--- src/rtl/result_output_serializer.sv ---
// Serialises one result/status pair into two independent word-wide FIFO streams, upper half first.
// Optional RESULT_SKIP_ON_ERROR_EN: a nonzero latched status suppresses the result stream.
module result_output_serializer #(
  parameter int word_size = 16
) (
  input  logic                     clk,
  input  logic                     rst,
  input  logic                     start_out,
  input  logic [2*word_size-1:0]   result_in,
  input  logic [2*word_size-1:0]   status_in,
  input  logic                     full_result,
  input  logic                     full_status,
  output logic                     wr_out_result,
  output logic                     wr_out_status,
  output logic [word_size-1:0]     data_out_result,
  output logic [word_size-1:0]     data_out_status,
  output logic                     busy,
  output logic                     done_out,
  output logic [7:0]               tx_count
);

  typedef enum logic [1:0] {IDLE, SEND, DONE} state_t;

  // Word index value meaning "stream finished".
  localparam logic [1:0] IDX_END = 2'd2;

  state_t                   state, state_nxt;
  logic [2*word_size-1:0]   res_reg, stat_reg;
  logic [1:0]               res_idx, stat_idx, res_idx_nxt, stat_idx_nxt;
  logic                     skip_res;

`ifdef RESULT_SKIP_ON_ERROR_EN
  assign skip_res = |status_in;
`else
  assign skip_res = 1'b0;
`endif

  always_comb begin
    state_nxt       = state;
    res_idx_nxt     = res_idx;
    stat_idx_nxt    = stat_idx;
    wr_out_result   = 1'b0;
    wr_out_status   = 1'b0;
    data_out_result = '0;
    data_out_status = '0;
    busy            = (state != IDLE);
    done_out        = 1'b0;
    case (state)
      IDLE: begin
        if (start_out) state_nxt = SEND;
      end
      SEND: begin
        if (res_idx != IDX_END && !full_result) begin
          wr_out_result   = 1'b1;
          data_out_result = (res_idx == 2'd0) ? res_reg[2*word_size-1:word_size]
                                              : res_reg[word_size-1:0];
          res_idx_nxt     = res_idx + 2'd1;
        end
        if (stat_idx != IDX_END && !full_status) begin
          wr_out_status   = 1'b1;
          data_out_status = (stat_idx == 2'd0) ? stat_reg[2*word_size-1:word_size]
                                               : stat_reg[word_size-1:0];
          stat_idx_nxt    = stat_idx + 2'd1;
        end
        // Leave SEND as soon as this cycle's writes complete both streams.
        if (res_idx_nxt == IDX_END && stat_idx_nxt == IDX_END) state_nxt = DONE;
      end
      DONE: begin
        done_out  = 1'b1;
        state_nxt = IDLE;
      end
      default: state_nxt = IDLE;
    endcase
  end

  always_ff @(posedge clk or negedge rst) begin
    if (!rst) begin
      state    <= IDLE;
      res_reg  <= '0;
      stat_reg <= '0;
      res_idx  <= '0;
      stat_idx <= '0;
      tx_count <= '0;
    end else begin
      state <= state_nxt;
      if (state == IDLE && start_out) begin
        res_reg  <= result_in;
        stat_reg <= status_in;
        res_idx  <= skip_res ? IDX_END : 2'd0;
        stat_idx <= 2'd0;
      end else begin
        res_idx  <= res_idx_nxt;
        stat_idx <= stat_idx_nxt;
      end
      // Counted on entry to DONE so the new value is visible alongside done_out.
      if (state == SEND && state_nxt == DONE) tx_count <= tx_count + 8'd1;
    end
  end

endmodule

--- config.mk ---
export PLATFORM = sky130hd
export DESIGN_NAME = result_output_serializer
export DESIGN_NICKNAME = d
export VERILOG_FILES = /design/src/rtl/result_output_serializer.sv
export SDC_FILE = /design/constraint.sdc
export NUM_CORES = 1
export LEC_CHECK = 0
export CAP_MARGIN = 40
export CELL_PAD_IN_SITES_DETAIL_PLACEMENT = 1
export CELL_PAD_IN_SITES_GLOBAL_PLACEMENT = 1
export CORE_ASPECT_RATIO = 0.7
export CORE_UTILIZATION = 36
export DETAILED_ROUTE_END_ITERATION = 10
export PLACE_DENSITY_LB_ADDON = 0.15
export SLEW_MARGIN = 20
export SYNTH_ARGS = -nofsm -noshare
export SYNTH_HDL_FRONTEND = slang
export SYNTH_SLANG_ARGS = --single-unit
--- constraint.sdc ---
create_clock -name clk -period 2.5 [get_ports clk]
set_input_delay 0.25 -clock clk [delete_from_list [all_inputs] [get_ports clk]]
set_output_delay 0.25 -clock clk [all_outputs]
set_load 0.01 [all_outputs]
Word-level counts from Yosys, hierarchy flattened. Index checks and enable logic that the tools add are counted.

Word-level logic and storage cells: 50. Output and inout bits: 44. Register bits: 78.

Muxes and demuxes: 22. Equality and inequality tests: 7. Add/sub/neg operators: 3. Reductions and logical operators: 12.

Operators with widths (count): $mux 16 (6); $mux 2 (10); $add 8x1->8 const B (1); $eq 2x2->1 const B (4); $logic_not 2->1 (3); $logic_and 1x1->1 (5); $mux 1 (5); $add 2x1->2 const B (2); $ne 2x2->1 const B (2); $pmux 2 s2 (1); $reduce_bool 2->1 (2); $eq 2x1->1 const B (1); $logic_not 1->1 (2).

Logic depth before layout (Yosys ltp).
Word-level depth: 10. Depth in mapped cells: 7.

Least setup slack after synthesis. Ideal clock, no wire load.

Path kind: register to register. Start: register stat_idx[0]. End: register tx_count[1]. Buffers on the path: 0. Data arrival time: 1.771 ns. Slack: 0.605 ns. Data required time: 2.375 ns. Cell stages (with the launch flop): 7. Cells stage by stage: dfrtp_1 -> inv_1 -> ha_1 -> nand2_1 -> o32a_2 -> nor3_4 -> mux2_2.

Word-level cells in the longest chain between the ends: 10.

RTL lines: start: declaration (RTL line 29) `logic [1:0] res_idx, stat_idx, res_idx_nxt, stat_idx_nxt;`; start signal: assignment (RTL line 93) `stat_idx <= stat_idx_nxt;`; branches (longest 2 deep; another with $add 2x1->2); $mux 2 (*) (RTL line 59) `if (stat_idx != IDX_END && !full_status) begin`; $mux 2 (*) (RTL line 48) `case (state)`; $eq 2x2->1 (*) (RTL line 66) `if (res_idx_nxt == IDX_END && stat_idx_nxt == IDX_END) state_nxt = DONE;`; $logic_and 1x1->1 (*) (RTL line 66); $mux 2 (*) (RTL line 66); $pmux 2 s2 (*) (RTL line 48); net state_nxt[1] (RTL line 27) `state_t state, state_nxt;`; $eq 2x2->1 (*) (RTL line 96) `if (state == SEND && state_nxt == DONE) tx_count <= tx_count + 8'd1;`; $logic_and 1x1->1 (*) (RTL line 96); end signal: assignment (RTL line 96); end: declaration (RTL line 19) `output logic [7:0] tx_count`.

Mark *: on every way through the listed nets, which the timed path passes. The select of a mux whose other input is x is not followed. A chain may end at the register's enable or synchronous reset.

Final worst setup path.
Start: register stat_idx[0]. End: output data_out_status[2].

Word-level cells in the longest chain between the ends: 4.

RTL lines: $logic_not 2->1 / $ne 2x2->1 (equally long branches) (RTL line 61, 59); $mux 16 / $logic_and 1x1->1 (equally long branches) (RTL line 61, 59); $mux 16 (*) (RTL line 59); $mux 16 (*) (RTL line 48); end: declaration (RTL line 16) `output logic [word_size-1:0] data_out_status,`.

Mark *: on every way between the ends. The rest lies on a longest branch, timed or not.

==> metrics.txt <==
Post-synth EDFFs=0; leakage=2.344 nW; crit start category=register; core footprint=a little under 0.01 mm^2; final critical-path setup slack=0.1112 ns; CTS buffer count=9; Cell Pwr Density=between 1000 and 1500 mW/mm^2; CP startpoint=stat_idx[0]; final slew viol count=0; DP Area=0.004853 mm^2; IO Port Bufs=approximately 110; Layout area overhead=45.12%; Worst setup EP type=output pin; root buffer cell=clkbuf_16; crit path time final=2.389 ns; synthesized area per cell=12.95 um^2; outcome=completed; Final GP Congestion=0.6982; antenna cell count=0; drt via density=approximately 4.8; post-DR wirelength/cell=15.95 um; maximum VDD drop=543.7 uV; FF+latch count, synth=78; synth unique cells=27; initial antenna violation count=0; Placed Cells=508; first-pass GRT wire length=13840 um; drt first pass iters=4; slowest stage delay, CP=0.55 ns; clock buffer depth=2; worst clock skew=0.003091 ns; Req. time, crit path=2.25 ns; Vias=2507; simple-gate share of the synthesized area=7.676%; WS Path Type=register to output pin; Worst-Margin Slew=0.5011 ns; Overflow after GRT=0; post-synthesis mux area share=29.34%; top cells by count, synth=dfrtp_1, mux2_2, nor2_1, mux2i_1, inv_1; top-count cell post-synth=dfrtp_1; Clock Sink Count=78; residual DRC count=0; CTS H-tree depth=3; largest net degree at the start of global routing=42; final wirelength=between 8000 and 9000 um; Die X=between 100 and 150 um; worst slack, placed=approximately 0.12 ns; sequential area share after synthesis=54.43%; Main synth FF type=dfrtp_1; Total GRT Usage=between 10% and 20%; synth top area cells=dfrtp_1, mux2_2, mux2i_1; WP buf/inv=3; hold crit path type=input port to async pin; Die Y=85.50 um; Iter 0 DRT Violations=82; syn_nets=between 300 and 400; Synth async-reset ratio=100.0%; Layout Cells excl Fill=525; Compound-Gate Fraction of Synth Area=2.094%; cell family with most CP delay=buffers and inverters; setup violators final=0; final core occ=~54%; largest family of logic cells by synthesized area=multiplexers; Yosys top cell by area=dfrtp_1; WP data arrival=2.14 ns; crit path max fanout=18; period utilization=95.55%; CP max stage cell=clkdlybuf4s50_1; fmax=roughly 0.42 GHz; Skew-Pair Late Insertion Delay=0.33 ns; Mapped Cells=277; Ports=approximately 110; final cell area excluding filler cells=0.005204 mm^2; share of cells above drive strength 1=24.18%; YS warnings=0; adder and majority gate portion of the synthesized area=approximately 1.7%; vias in the first global route=~2800; HPWL Detailed=5992 um; Overall Power=6.023 mW; XOR/XNOR Fraction of Synth Area=under 10%; Core Rows=30; clock tree from TritonCTS=built; Max Cap Violations=0; Crit Reg-Reg Startpoint=stat_idx[0]; Post-Syn Area=0.003586 mm^2; post-route ant nets=0; Initial Util=a little under two fifths; WHS=0.4178 ns; setup TNS=0 ns; nets=467; Slew headroom=66.59%; top-area cell type share of the netlist area=54.43%; die area=a little over 0.01 mm^2; Worst-path clk slew=~0.06 ns; final hold violation count=0; sequence of cells on the critical path=inv_1 -> ha_1 -> nor2_2 -> nand2b_1 -> buf_4 -> nor2_1 -> clkdlybuf4s50_1
## worst register-to-register path, stage by stage (launching register included)
cell	delay, ns
dfrtp_1	0.41
inv_1	0.08
ha_1	0.30
nand2_1	0.06
o32a_2	0.36
nor3_4	0.37
mux2_2	0.38
## per-layer routing
metal  wire (um)  global-route usage, %
met1        3696                  22.37
met2        3996                  28.10
met3         566                  5.585
met4         116                  6.397
met5           0                      0
## cells by family (layout without fill, tap and decap cells)
group           Yosys count  count (layout)
mux                      97              97
flops                    78              78
simple gates             57              57
buf+inv                  22             142
compound gates           11              11
xor+xnor                  7               7
fa+ha+maj                 5               5
## placed cells by master (no fill, tap or decap), types with 3 or more instances in the layout
master,netlist,layout
nand4_1,3,3
mux2i_1,32,32
dlymetal6s2s_1,0,9
nor2_1,36,34
nand2_1,5,5
xnor2_1,6,6
buf_4,6,5
inv_1,7,7
mux2_2,65,65
clkdlybuf4s50_1,0,102
ha_1,5,5
nand3_1,3,3
clkinv_2,0,4
dfrtp_1,78,78
o21ai_0,6,6
clkbuf_16,0,9
## path summary, 6_finish.rpt
check | endpoint | slack (ns) | cells after the start
max | data_out_status[2] | 0.11 | 7
min | stat_reg[24] | 0.42 | 2
max reg2reg | tx_count[1] | 0.44 | 6
min reg2reg | tx_count[7] | 0.48 | 1
max in group asynchronous | stat_reg[16] | 1.49 | 3
min in group clk | tx_count[7] | 0.48 | 1
## report_power, final
group / switching (mW) / total (mW) / internal (mW)
clock network: 0.480 / 1.27 / 0.786
logic: 1.08 / 2.56 / 1.48
registers: 0.340 / 2.20 / 1.86
## layout make-up
cell class	instances	area, um^2
Fill cell	1015	4481
Sequential cell	78	1952
Multi-Input combinational cell	177	1544
Timing Repair Buffer	120	1232
Clock buffer	10	239.0
Tap cell	128	160.2
Clock inverter	5	50.05
Inverter	7	26.28
## repair_timing
action,4_1_cts,5_1_grt
hold endpoints to repair,37,0
gates resized for setup,2,13
buffers inserted,0,1
endpoints found under the setup margin,17,34
hold buffers,1,0
Power figures use the tool's default switching activity.
